File: src/rtl/if_fetch_stage_if.sv
// if_fetch_stage_if: instruction-memory request/response bus between fetch stage and imem.
interface if_fetch_stage_if;
    logic        req;
    logic [31:0] addr;
    logic        ack;
    logic [31:0] rdata;
    modport master (output req, addr, input ack, rdata);
    modport slave (input req, addr, output ack, rdata);
endinterface

File: src/rtl/if_fetch_stage.sv
// if_fetch_stage: PC, single-outstanding imem fetch FSM, bundle FIFO and IF/ID register.
module if_fetch_stage #(
    parameter logic [31:0] RESET_PC  = 32'h0000_0000,
    parameter logic [15:0] NOP_INSTR = 16'h0000,
    parameter int          BUF_DEPTH = 2
) (
    input  logic                  clk,
    input  logic                  reset,
    input  logic                  p1_pipeline_regWrite,
    input  logic                  redirect_valid,
    input  logic [31:0]           redirect_target,
    if_fetch_stage_if.master      imem,
    output logic [15:0]           p1_aluInstr,
    output logic [15:0]           p1_memInstr,
    output logic [31:0]           p1_pc,
    output logic                  p1_valid
);
    localparam int AW = $clog2(BUF_DEPTH);
    localparam logic [AW:0] DEPTH_C = (AW+1)'(BUF_DEPTH);

    typedef enum logic [1:0] {IDLE, REQ, DRAIN} state_t;

    state_t        state;
    logic          req;
    logic [31:0]   pc;
    logic [31:0]   tgt;
    logic [31:0]   buf_pc   [BUF_DEPTH];
    logic [31:0]   buf_data [BUF_DEPTH];
    logic [AW-1:0] wr_ptr;
    logic [AW-1:0] rd_ptr;
    logic [AW:0]   count;
    logic [AW:0]   next_count;
    logic [31:0]   target;
    logic          push;
    logic          pop;

    assign target     = redirect_target & ~32'h3;
    assign push       = state == REQ && imem.ack && !redirect_valid;
    assign pop        = p1_pipeline_regWrite && count != '0 && !redirect_valid;
    assign next_count = count + (AW+1)'(push) - (AW+1)'(pop);
    assign imem.req   = req;
    assign imem.addr  = pc;

    // In DRAIN, pc keeps the outstanding address; the redirect target waits in tgt.
    always_ff @(posedge clk or negedge reset) begin
        if (!reset) begin
            state <= IDLE;
            req   <= 1'b0;
            pc    <= RESET_PC;
            tgt   <= RESET_PC;
        end else begin
            unique case (state)
                IDLE: if (redirect_valid || count < DEPTH_C) begin
                    state <= REQ;
                    req   <= 1'b1;
                    pc    <= redirect_valid ? target : pc;
                end
                REQ: if (imem.ack) begin
                    pc    <= redirect_valid ? target : pc + 32'd4;
                    state <= (redirect_valid || next_count < DEPTH_C) ? REQ : IDLE;
                    req   <= redirect_valid || next_count < DEPTH_C;
                end else if (redirect_valid) begin
                    state <= DRAIN;
                    tgt   <= target;
                end
                DRAIN: if (imem.ack) begin
                    state <= REQ;
                    pc    <= redirect_valid ? target : tgt;
                end else if (redirect_valid) begin
                    tgt <= target;
                end
                default: begin
                    state <= IDLE;
                    req   <= 1'b0;
                end
            endcase
        end
    end

    always_ff @(posedge clk) begin
        if (push) begin
            buf_pc[wr_ptr]   <= pc;
            buf_data[wr_ptr] <= imem.rdata;
        end
    end

    always_ff @(posedge clk or negedge reset) begin
        if (!reset) begin
            wr_ptr      <= '0;
            rd_ptr      <= '0;
            count       <= '0;
            p1_aluInstr <= NOP_INSTR;
            p1_memInstr <= NOP_INSTR;
            p1_pc       <= 32'h0;
            p1_valid    <= 1'b0;
        end else if (redirect_valid) begin
            wr_ptr      <= '0;
            rd_ptr      <= '0;
            count       <= '0;
            p1_aluInstr <= NOP_INSTR;
            p1_memInstr <= NOP_INSTR;
            p1_valid    <= 1'b0;
        end else begin
            wr_ptr <= push ? wr_ptr + AW'(1) : wr_ptr;
            rd_ptr <= pop ? rd_ptr + AW'(1) : rd_ptr;
            count  <= next_count;
            if (p1_pipeline_regWrite) begin
                p1_aluInstr <= pop ? buf_data[rd_ptr][15:0] : NOP_INSTR;
                p1_memInstr <= pop ? buf_data[rd_ptr][31:16] : NOP_INSTR;
                p1_pc       <= pop ? buf_pc[rd_ptr] : p1_pc;
                p1_valid    <= pop;
            end
        end
    end
endmodule
File: src/flat_wrapper.sv
// flat-port wrapper written by rule: the top's interface ports become plain ports
module if_fetch_stage_flat 
#(
    parameter logic [31:0] RESET_PC  = 32'h0000_0000,
    parameter logic [15:0] NOP_INSTR = 16'h0000,
    parameter int          BUF_DEPTH = 2
)
  (clk, reset, p1_pipeline_regWrite, redirect_valid, redirect_target, p1_aluInstr, p1_memInstr, p1_pc, p1_valid, imem_req, imem_addr, imem_ack, imem_rdata);
  if_fetch_stage_if imem_i ();
  input  logic clk;
  input  logic reset;
  input  logic p1_pipeline_regWrite;
  input  logic redirect_valid;
  input  logic [31:0] redirect_target;
  output logic [15:0] p1_aluInstr;
  output logic [15:0] p1_memInstr;
  output logic [31:0] p1_pc;
  output logic p1_valid;
  output wire logic [$bits(imem_i.req)-1:0] imem_req;
  output wire logic [$bits(imem_i.addr)-1:0] imem_addr;
  input wire logic [$bits(imem_i.ack)-1:0] imem_ack;
  input wire logic [$bits(imem_i.rdata)-1:0] imem_rdata;
  assign imem_req = imem_i.req;
  assign imem_addr = imem_i.addr;
  assign imem_i.ack = imem_ack;
  assign imem_i.rdata = imem_rdata;
  if_fetch_stage #(.RESET_PC(RESET_PC), .NOP_INSTR(NOP_INSTR), .BUF_DEPTH(BUF_DEPTH)) u_core (.clk(clk), .reset(reset), .p1_pipeline_regWrite(p1_pipeline_regWrite), .redirect_valid(redirect_valid), .redirect_target(redirect_target), .imem(imem_i), .p1_aluInstr(p1_aluInstr), .p1_memInstr(p1_memInstr), .p1_pc(p1_pc), .p1_valid(p1_valid));
endmodule
File: config.mk
export PLATFORM = sky130hd
export DESIGN_NAME = if_fetch_stage_flat
export DESIGN_NICKNAME = d
export VERILOG_FILES = /design/src/rtl/if_fetch_stage_if.sv /design/src/rtl/if_fetch_stage.sv /design/src/flat_wrapper.sv
export SDC_FILE = /design/constraint.sdc
export NUM_CORES = 1
export LEC_CHECK = 0
export ABC_CLOCK_PERIOD_IN_PS = 7200
export CAP_MARGIN = 20
export CORE_MARGIN = 5
export CORE_UTILIZATION = 54
export DETAILED_ROUTE_END_ITERATION = 12
export GPL_ROUTABILITY_DRIVEN = 0
export HOLD_SLACK_MARGIN = 0.15
export PLACE_DENSITY = 0.8
export SLEW_MARGIN = 10
export SYNTH_ARGS = -nofsm -noshare
export SYNTH_HDL_FRONTEND = slang
export SYNTH_SLANG_ARGS = --single-unit
File: constraint.sdc
create_clock -name clk -period 7.2 [get_ports clk]
set_input_delay 1.44 -clock clk [delete_from_list [all_inputs] [get_ports clk]]
set_output_delay 1.44 -clock clk [all_outputs]
set_load 0.03 [all_outputs]
After elaboration in Yosys (flattened, before gate mapping)
Memory sizes are Yosys's and may differ from the RTL's. A register that Yosys moved wholly into a read port is not among the register bits.
Cells that the tools add are included.
{"block": "totals", "reg_bits": 104, "ramBits": 128, "memories": 2}
{"block": "classes", "reduce_logical": 20, "magnitude_cmp": 2, "mux": 31, "bitwise_logic": 3, "eq_ne": 7, "addsub": 5}
{"name": "u_core.buf_data", "words": 2, "width": 32, "read_ports": 1, "rd_ports_with_merged_regs": 0, "write_ports": 1, "line_no": "if_fetch_stage.sv:28", "text": "logic [31:0] buf_data [BUF_DEPTH];"}
{"name": "u_core.buf_pc", "words": 2, "width": 32, "read_ports": 1, "rd_ports_with_merged_regs": 1, "write_ports": 1, "line_no": "if_fetch_stage.sv:27", "text": "logic [31:0] buf_pc [BUF_DEPTH];"}
{"cell": "$mux 32", "n": 6}
{"cell": "$mux 16", "n": 6}
{"cell": "$pmux 32 s3", "n": 1}
{"cell": "$add 32x3->32 const B", "n": 1}
{"cell": "$mux 1", "n": 11}
{"cell": "$mux 2", "n": 5}
{"cell": "$reduce_and 3->1", "n": 3}
{"cell": "$reduce_bool 2->1", "n": 4}
{"cell": "$ne 2x2->1 const B", "n": 3}
{"cell": "$pmux 2 s3", "n": 1}
{"cell": "$reduce_and 5->1", "n": 1}
{"cell": "$logic_and 1x1->1", "n": 4}
{"cell": "$lt 2x2->1 const B", "n": 2}
{"cell": "$ne 3x3->1 const B", "n": 1}
{"cell": "$not 1->1", "n": 3}
{"cell": "$pmux 1 s3", "n": 1}
{"cell": "$reduce_bool 3->1", "n": 1}
{"cell": "$add 1x1->1 const B", "n": 2}
{"cell": "$add 2x1->2", "n": 1}
{"cell": "$eq 2x1->1 const B", "n": 1}
{"cell": "$eq 2x2->1 const B", "n": 1}
{"cell": "$logic_not 1->1", "n": 2}
{"cell": "$logic_not 2->1", "n": 1}
{"cell": "$logic_or 1x1->1", "n": 2}
{"cell": "other kinds (4)", "n": 4}

Depth between registers and ports, before layout
Gate-level depths: netlist of run 1.
{"block": "logic_depth", "ltp_word": 10, "depth_mapped": 13, "mapped_depth_nobuf": 10}

Worst setup path after synthesis of run 1
OpenSTA, ideal clock, no wires.
{"block": "synth_path", "kind": "input port to flip-flop", "startpoint": "input port redirect_valid", "endpoint": "memory u_core.buf_data[0][0], enable pin", "slack_ps": 16, "path_buffers": 3, "required_ps": 6635, "t_arrival_ps": 6619, "stages": 5, "path_cell_list": "clkbuf_1 or2b_2 buf_6 clkbuf_1 nor3_1"}
{"block": "synth_via", "elab_chain_cells": 4}
{"element": "start: declaration", "line_no": "flat_wrapper.sv:13", "text": "input logic redirect_valid;"}
{"element": "$logic_not 1->1", "line_no": "if_fetch_stage.sv:38", "text": "assign push = state == REQ && imem.ack && !redirect_valid;"}
{"element": "$logic_and 1x1->1", "line_no": "if_fetch_stage.sv:38"}
{"element": "$mux 1", "line_no": "if_fetch_stage.sv:81", "text": "if (push) begin"}
{"element": "$mux 1 (implied by the code)", "line_no": "if_fetch_stage.sv:83", "text": "buf_data[wr_ptr] <= imem.rdata;"}
{"element": "end: declaration", "line_no": "if_fetch_stage.sv:28"}
Every way passes these cells.

Worst setup path in the final report of run 1
{"block": "layout_path", "startpoint": "input port redirect_valid", "endpoint": "register u_core.state[0]"}
{"block": "layout_via", "elab_chain_cells": 9, "elab_cells_between_ends": 14, "classes_between": "add/sub: 2; order compare: 1; eq/ne: 2; mux: 3; reduce/logical: 6"}
{"element": "$logic_not 1->1", "line_no": "if_fetch_stage.sv:38, if_fetch_stage.sv:39"}
{"element": "$logic_and 1x1->1", "line_no": "if_fetch_stage.sv:38"}
{"element": "$add 2x1->2", "line_no": "if_fetch_stage.sv:40", "text": "assign next_count = count + (AW+1)'(push) - (AW+1)'(pop);"}
{"element": "$sub 2x1->2", "line_no": "if_fetch_stage.sv:40"}
{"element": "$lt 2x2->1", "line_no": "if_fetch_stage.sv:60", "text": "state <= (redirect_valid || next_count < DEPTH_C) ? REQ : IDLE;"}
{"element": "$logic_or 1x1->1", "line_no": "if_fetch_stage.sv:60"}
{"element": "$mux 1", "line_no": "if_fetch_stage.sv:60"}
{"element": "$mux 2", "line_no": "if_fetch_stage.sv:58", "text": "REQ: if (imem.ack) begin"}
{"element": "$pmux 2 s3", "line_no": "if_fetch_stage.sv:52", "text": "unique case (state)"}
{"element": "end signal: assignment", "line_no": "if_fetch_stage.sv:60"}
{"element": "end: declaration", "line_no": "if_fetch_stage.sv:23", "text": "state_t state;"}
Several ways; a longest one is shown, not always the timed one.
A chain may end at the register's enable or synchronous reset.

==> metrics.md, run 1 <==
| Metric | Value |
|---|---|
| Hold Path Stages | `2` |
| GRT overflow | `0` |
| Num ports | `between 150 and 200` |
| Initial drt markers | `685` |
| Share of layout cells above drive strength 1 | `10.25%` |
| Util after Layout | `68.58%` |
| Layout area overhead | `26.03%` |
| Synthesized instance count | `between 800 and 900` |
| CP endpoint kind | `flip-flop` |
| CTS tree | `built` |
| Crit path required time | `7.67 ns` |
| R2r worst-path depth | `7` |
| Die height | `152.3 microns` |
| Fillers | `1400` |
| Flop2flop setup slack | `4.27 ns` |
| Post-Place Cell Area | `0.01282 sq mm` |
| Top_reg_cell synth | `dfrtp_1` |
| Clock Skew | `0.01261 ns` |
| Post-CTS Setup Bufs | `0` |
| Setup TNS | `0 ns` |
| Worst vdd rail ir drop | `around 0.25 mV` |
| Leak | `between 5 and 6 nW` |
| Hpwl dp | `16080 microns` |
| Setup violators final | `0` |
| Largest fanout on the critical path | `98` |
| Post-Synth Adder-Cell Area | `0.8006%` |
| Core area | `0.02010 sq mm` |
| Root Buffer | `clkbuf_16` |
| Critical Path AT | `4.78 ns` |
| TritonCTS Buffers | `27` |
| Final number of max-transition violations | `0` |
| Nets | `1079` |
| Outcome | `finished, final reports clean` |
| Post-synthesis mux area share | `under 10%` |
| CP max stage cell | `clkdlybuf4s50_1` |
| PostCTS Resize Cnt | `0` |
| Simple-gate area share of the yosys netlist | `8.510%` |
| Fin crit share | `59.86%` |
| Max incr delay on CP | `~1.0 ns` |
| Worst Hold Class | `flip-flop to flip-flop` |
| DR pass1 iterations | `5` |
| ANT nets after route | `0` |
| Clock Tree Buf Depth | `3` |
| Initial antenna violation count | `0` |
| Delay-heaviest family, CP | `buffers and inverters` |
| HP Start | `u_core.p1_pc[17]$_DFFE_PN0P_` |
| Reg area | `0.007251 sq mm` |
| WS Path Type | `input pin to flip-flop` |
| Number of global-route vias before repair | `7681` |
| Clock Latency Late Sink | `0.53 ns` |
| Die ar. | `0.02320 sq mm` |
| Max-cap viol count | `0` |
| R2r startpoint | `u_core.state[1]$_DFFE_PN0P_` |
| RSZ-0062 raised after global routing | `no` |
| Number of synthesized flops with an enable pin | `128` |
| Initial Utilization | `54.41%` |
| Largest net degree at the start of global routing | `99` |
| Final Cell Area | `approximately 0.014 sq mm` |
| DRC viols | `0` |
| Crit path launch type | `input pin` |
| Drt via density | `5.877` |
| Clk slew on worst S/H paths | `approximately 0.06 ns` |
| Maximum achievable frequency | `232.0 MHz` |
| Fraction of registers with async set/reset | `51.52%` |
| Ordered cell list for the critical path | `clkdlybuf4s50_1 > inv_1 > nand2b_4 > inv_1 > ha_1 > inv_1 > ha_1 > xnor2_1 > nor2_1 > o21ai_0 > a41o_1` |
| Hold Vio Cnt, Final | `0` |
| Post-Route WL | `between 20000 and 30000 microns` |
| First-pass GRT wire length | `41130 microns` |
| Most frequent CP cell | `inv_1` |
| H-tree depth | `1` |
| Sequential area share after synthesis | `66.25%` |
| Antenna Cells | `0` |
| Mapped Area | `0.01094 sq mm` |
| TritonCTS Sinks | `264` |
| YS warnings | `0` |
| Tot GR Track Use | `21.73%` |
| Syn Nets | `925` |
| Rel. slew slack | `between 30% and 40%` |
| WL per Instance | `19.84 microns` |
| Largest family of logic cells by synthesized area | `compound AO/OA/AOI/OAI gates` |
| Number of synthesized register bits | `264` |
| Via count | `7605` |
| IO Port Bufs | `between 150 and 200` |
| Std cell rows | `52` |
| Post-synthesis area per instance | `around 13 sq um` |
| Die W | `152.3 microns` |
| Area of the multi-input gates | `0.003448 sq mm` |
| Compound-Gate Fraction of Synth Area | `12.02%` |
| Synth Area in XOR/XNOR | `0.8807%` |
| Worst-Margin Slew | `1.023 ns` |
| Hold-critical path endpoint | `u_core.p1_pc[17]$_DFFE_PN0P_` |
| Worst r2r dst | `u_core.imem.addr[9]$_DFFE_PN0P_` |
| Tmin final | `roughly 4.3 ns` |
| Post-synth cell types | `60` |
| Worst Path Buf+Inv | `4` |
| Post-CTS Hold Buffers | `0` |
| Cell Pwr Density | `424.7 mW/mm^2` |
## cell families (layout without fill, tap and decap cells)
| logic type | count (synthesis) | count (layout) |
|---|---|---|
| flops | 264 | 264 |
| simple gates | 194 | 194 |
| fa+ha+maj | 7 | 7 |
| mux | 95 | 95 |
| buf+inv | 66 | 241 |
| xor+xnor | 11 | 11 |
| compound gates | 212 | 212 |
## cells in the mapped netlist, types with 9 or more instances
cell	instances	area (sq um)
inv_1	17	63.81
nand4_1	10	62.56
nand2_1	87	326.6
nor3_1	14	70.07
nand3_1	15	75.07
a31oi_1	9	56.30
clkbuf_1	40	150.1
mux2_2	30	337.8
mux2i_1	65	650.6
o21ai_0	121	605.6
a21oi_1	12	60.06
edfxtp_1	128	3844
nor2_1	34	127.6
a221oi_1	16	140.1
dfrtp_1	136	3403
## power by group
part | leakage, nW | switching, mW | internal, mW | total [mW]
sequential | 2.89 | 0.372 | 2.01 | 2.38
clock | 0.477 | 0.566 | 0.927 | 1.49
combinational | 1.79 | 1.18 | 0.809 | 1.98
total | 5.16 | 2.11 | 3.74 | 5.86
## worst register-to-register path, stage by stage, from the launching register on
cell and delay [ns]:
dfrtp_1 0.42, inv_1 0.13, ha_1 0.40, o21a_1 0.59, nand2b_1 0.77, a221o_1 0.27, a21oi_1 0.05, nor3_1 0.21
## worst max-delay path by stage
stage | start | endpoint | slack (ns) | depth (start not counted)
floorplan | redirect_valid | u_core.buf_data[0][0]$_DFFE_PP_ | 0.02 | 5
global placement | redirect_valid | u_core.state[0]$_DFFE_PN0P_ | 2.37 | 11
detailed placement | redirect_valid | u_core.state[0]$_DFFE_PN0P_ | 2.32 | 11
CTS | redirect_valid | u_core.state[0]$_DFFE_PN0P_ | 2.87 | 11
global route | redirect_valid | u_core.state[0]$_DFFE_PN0P_ | 2.55 | 11
finish | redirect_valid | u_core.state[0]$_DFFE_PN0P_ | 2.89 | 11
## through the flow
step	hold WS (ns)	std cells	setup slack, ns	power [mW]
3_5_place_dp	0.4669	1244	2.324	4.373
4_1_cts	0.4825	1294	2.870	5.877
3_3_place_gp	0.4598	1244	2.366	4.300
5_1_grt	0.5020	1294	2.551	6.150
2_1_floorplan	0.4532	849	0.01622	3.575
6_report	0.4751	1294	2.890	5.856
## flip-flops by register name, summed over array words and instances (netlist names)
signal,count
u_core.p1_valid,1
u_core.buf_pc,64
u_core.rd_ptr,1
u_core.count,2
u_core.tgt,32
u_core.state,2
u_core.p1_pc,32
u_core.imem.addr,32
u_core.p1_memInstr,16
u_core.buf_data,64
u_core.wr_ptr,1
u_core.imem.req,1
u_core.p1_aluInstr,16
## routing by layer
layer,global-route usage (%),part of all wire (%),up-vias
met4,6.721,2.1,0
met5,0,0,-
met2,35.71,47,356
met3,3.919,8.8,45
li1,-,-,3490
met1,29.87,42,3714
## cells in the final DEF, fill, tap and decap left out, drive strengths merged, types with 7 or more instances in the layout
cell type / n
clkdlybuf4s50: 163
dfrtp: 136
edfxtp: 128
o21ai: 125
nand2: 87
mux2i: 65
clkbuf: 36
nor2: 34
mux2: 30
inv: 18
a221oi: 16
nand3: 15
nor3: 14
a21oi: 12
nand4: 11
buf: 11
a31oi: 9
a22oi: 8
ha: 7
clkinv: 7
## layout make-up
cell class | count | area share, %
Sequential cell | 264 | 52.59
Multi-Input combinational cell | 519 | 25.01
Timing Repair Buffer | 174 | 12.46
Clock buffer | 36 | 5.581
Tap cell | 270 | 2.450
Clock inverter | 14 | 1.443
Inverter | 17 | 0.4628
Power figures use the tool's default switching activity.
==> run 2, diff against run 1 <==
Settings changed: ABC_CLOCK_PERIOD_IN_PS 7200 to 3550, CORE_UTILIZATION 54 to 49, PLACE_DENSITY 0.8 to 0.76.
Clock period 7.2 ns to 3.55 ns, I/O delays scaled along.
==> run 2 against run 1 <==
- worst setup slack worse by 2.0 ns
- sequential share of layout area decreased by 0.44 points
- design area grew 0.85%
- sequential power up 100%
- largest cell class unchanged
==> metrics.md, run 2 (synthesis gave the netlist of run 1 again) <==
| Metric | Value |
|---|---|
| IO Port Bufs | `164 (unchanged)` |
| Post-Place Cell Area | `0.01299 sq mm (was 0.01282 sq mm)` |
| Initial drt markers | `528 (was 685)` |
| TritonCTS Buffers | `29 (was 27)` |
| Max incr delay on CP | `0.66 ns (was 1.01 ns)` |
| Tot GR Track Use | `19.62% (was 21.73%)` |
| Layout area overhead | `27.11% (was 26.03%)` |
| Nets | `1097 (was 1079)` |
| PostCTS Resize Cnt | `0 (unchanged)` |
| Most frequent CP cell | `or4_1 (was inv_1)` |
| Drt via density | `5.749 (was 5.877)` |
| ANT nets after route | `0 (unchanged)` |
| Clock Skew | `0.009610 ns (was 0.01261 ns)` |
| Commonest non-fill, non-tap cell in the layout | `clkdlybuf4s50_1 (unchanged)` |
| H-tree depth | `1 (unchanged)` |
| Clk slew on worst S/H paths | `0.07 ns (was 0.06 ns)` |
| Hpwl dp | `16600 microns (was 16080 microns)` |
| Setup violators final | `0 (unchanged)` |
| Total power draw | `11.77 mW (was 5.856 mW)` |
| Largest net degree at the start of global routing | `98 (was 99)` |
| First-pass GRT wire length | `40720 microns (was 41130 microns)` |
| Post-Route WL | `25950 microns (was 25680 microns)` |
| Highest metal used | `met4 (unchanged)` |
| Die height | `159.4 microns (was 152.3 microns)` |
| Leak | `5.223 nW (was 5.163 nW)` |
| Setup TNS | `0 ns (unchanged)` |
| Final number of max-transition violations | `0 (unchanged)` |
| CTS tree | `built (unchanged)` |
| Antenna Cells | `0 (unchanged)` |
| Number of global-route vias before repair | `7455 (was 7681)` |
| Ordered cell list for the critical path | `ha_1 > nand4_1 > or4_1 > or4_1 > a31oi_1 > o21ai_1 (was clkdlybuf4s50_1 > inv_1 > nand2b_4 > inv_1 > ha_1 > inv_1 > ha_1 > xnor2_1 > nor2_1 > o21ai_0 > a41o_1)` |
| Via count | `7606 (was 7605)` |
| GRT overflow | `0 (unchanged)` |
| Tmin final | `2.675 ns` |
| Worst vdd rail ir drop | `0.5688 mV (was 0.2514 mV)` |
| Clock Tree Buf Depth | `3 (unchanged)` |
| RSZ-0062 raised after global routing | `no (unchanged)` |
| Post-CTS Setup Bufs | `0 (unchanged)` |
| CP endpoint kind | `flip-flop (unchanged)` |
| TritonCTS Sinks | `264 (unchanged)` |
| DR pass1 iterations | `7 (was 5)` |
| Post-CTS Hold Buffers | `0 (unchanged)` |
| Die ar. | `0.02541 sq mm (was 0.02320 sq mm)` |
| Crit path required time | `3.96 ns (was 7.67 ns)` |
| Core area | `0.02189 sq mm (was 0.02010 sq mm)` |
| Critical Path AT | `3.09 ns (was 4.78 ns)` |
| WS Path Type | `flip-flop to flip-flop (was input pin to flip-flop)` |
| Commonest cells after routing, fill and taps aside | `clkdlybuf4s50_1, dfrtp_1, edfxtp_1 (unchanged)` |
| Die W | `159.4 microns (was 152.3 microns)` |
| DRT met1 WL | `11170 microns (was 10740 microns)` |
| Max-cap viol count | `0 (unchanged)` |
| Outcome | `finished, final reports clean (unchanged)` |
| Post-Place Setup Slack | `0.6138 ns (was 2.324 ns)` |
| Largest regs | `u_core.buf_data x64, u_core.buf_pc x64 (unchanged)` |
| Hold Vio Cnt, Final | `0 (unchanged)` |
| Maximum achievable frequency | `373.8 MHz` |
| Worst-Margin Slew | `0.8838 ns (was 1.023 ns)` |
| Initial antenna violation count | `0 (unchanged)` |
| Worst Path Buf+Inv | `0 (was 4)` |
| Largest fanout on the critical path | `8 (was 98)` |
| Rel. slew slack | `41.08% (was 31.46%)` |
| Fin worst setup slack | `0.8748 ns (was 2.890 ns)` |
| Share of layout cells above drive strength 1 | `11.41% (was 10.25%)` |
| Routed met2 length | `12290 microns (was 12130 microns)` |
| Num ports | `167 (unchanged)` |
| Cell Pwr Density | `846.7 mW/mm^2 (was 424.7 mW/mm^2)` |
| Worst Hold Class | `input pin to async pin (was flip-flop to flip-flop)` |
| Clock Latency Late Sink | `0.53 ns (about the same)` |
| WL per Instance | `19.61 microns (was 19.84 microns)` |
| DRC viols | `0 (unchanged)` |
| Crit path launch type | `flip-flop (was input pin)` |
| Fillers | `1685 (was 1400)` |
| Final Cell Area | `0.01390 sq mm (was 0.01379 sq mm)` |
| Routed length on met3 | `2086 microns (was 2259 microns)` |
| Fin crit share | `about three quarters` |
| CP max stage cell | `or4_1 (was clkdlybuf4s50_1)` |
| Initial Utilization | `49.97% (was 54.41%)` |
| Root Buffer | `clkbuf_16 (unchanged)` |
| Delay-heaviest family, CP | `simple AND/OR/NAND/NOR gates (was buffers and inverters)` |
| Std cell rows | `54 (was 52)` |
-- run 2: cell types whose count changed in the layout (fill, tap and decap cells not counted), sizes merged --
cell / change
buf: +16
bufinv: -3
clkbuf: -4
clkinv: +8
clkinvlp: +2
-- run 2: area by class of cell --
cell class                 count  area, sq um  share of cell area (%)
sequential                   264         7251                   52.15
clock inverter                21        176.4                   1.269
multi-input combinational    519         3451                   24.82
clock buffer                  32        737.0                   5.300
tap                          280        350.3                   2.520
timing repair buffer         190         1876                   13.49
inverter                      17        63.81                  0.4589
-- run 2: worst paths after layout --
check	start	endpoint	slack [ns]	cells after the start
min reg2reg	u_core.p1_pc[16]$_DFFE_PN0P_	u_core.p1_pc[16]$_DFFE_PN0P_	0.48	2
min in group clk	u_core.p1_pc[16]$_DFFE_PN0P_	u_core.p1_pc[16]$_DFFE_PN0P_	0.48	2
min	reset	u_core.p1_memInstr[13]$_DFFE_PN0P_	0.17	1
max reg2reg	u_core.imem.addr[2]$_DFFE_PN0P_	u_core.imem.addr[28]$_DFFE_PN0P_	0.87	6
max	u_core.imem.addr[2]$_DFFE_PN0P_	u_core.imem.addr[28]$_DFFE_PN0P_	0.87	6
max in group asynchronous	reset	u_core.p1_memInstr[2]$_DFFE_PN0P_	2.54	2
-- run 2: worst register-to-register path, stage by stage, from the launching register on --
cell and delay (ns):
dfrtp_1 0.53, ha_1 0.32, nand4_1 0.32, or4_1 0.66, or4_1 0.49, a31oi_1 0.18, o21ai_1 0.07
-- run 2: through the flow --
step                instances  hold WS (ns)  utilization (%)
finish                   1323        0.1660            63.52
global route             1323        0.2302            63.52
CTS                      1323        0.1971            63.52
detailed placement       1270        0.4636            59.35
global placement         1270        0.4598            59.35
floorplan                 849        0.4144                -
-- run 2: per-layer routing --
layer / up-vias / GRT usage (%)
li1: 3516 / -
met1: 3707 / 27.54
met2: 345 / 32.27
met3: 38 / 3.313
met4: 0 / 4.769
met5: - / 0
-- run 2: report_power, final --
group	total [mW]	switching, mW	internal, mW
Combinational	4.10	2.38	1.72
Clock	2.83	1.18	1.65
Sequential	4.84	0.777	4.07
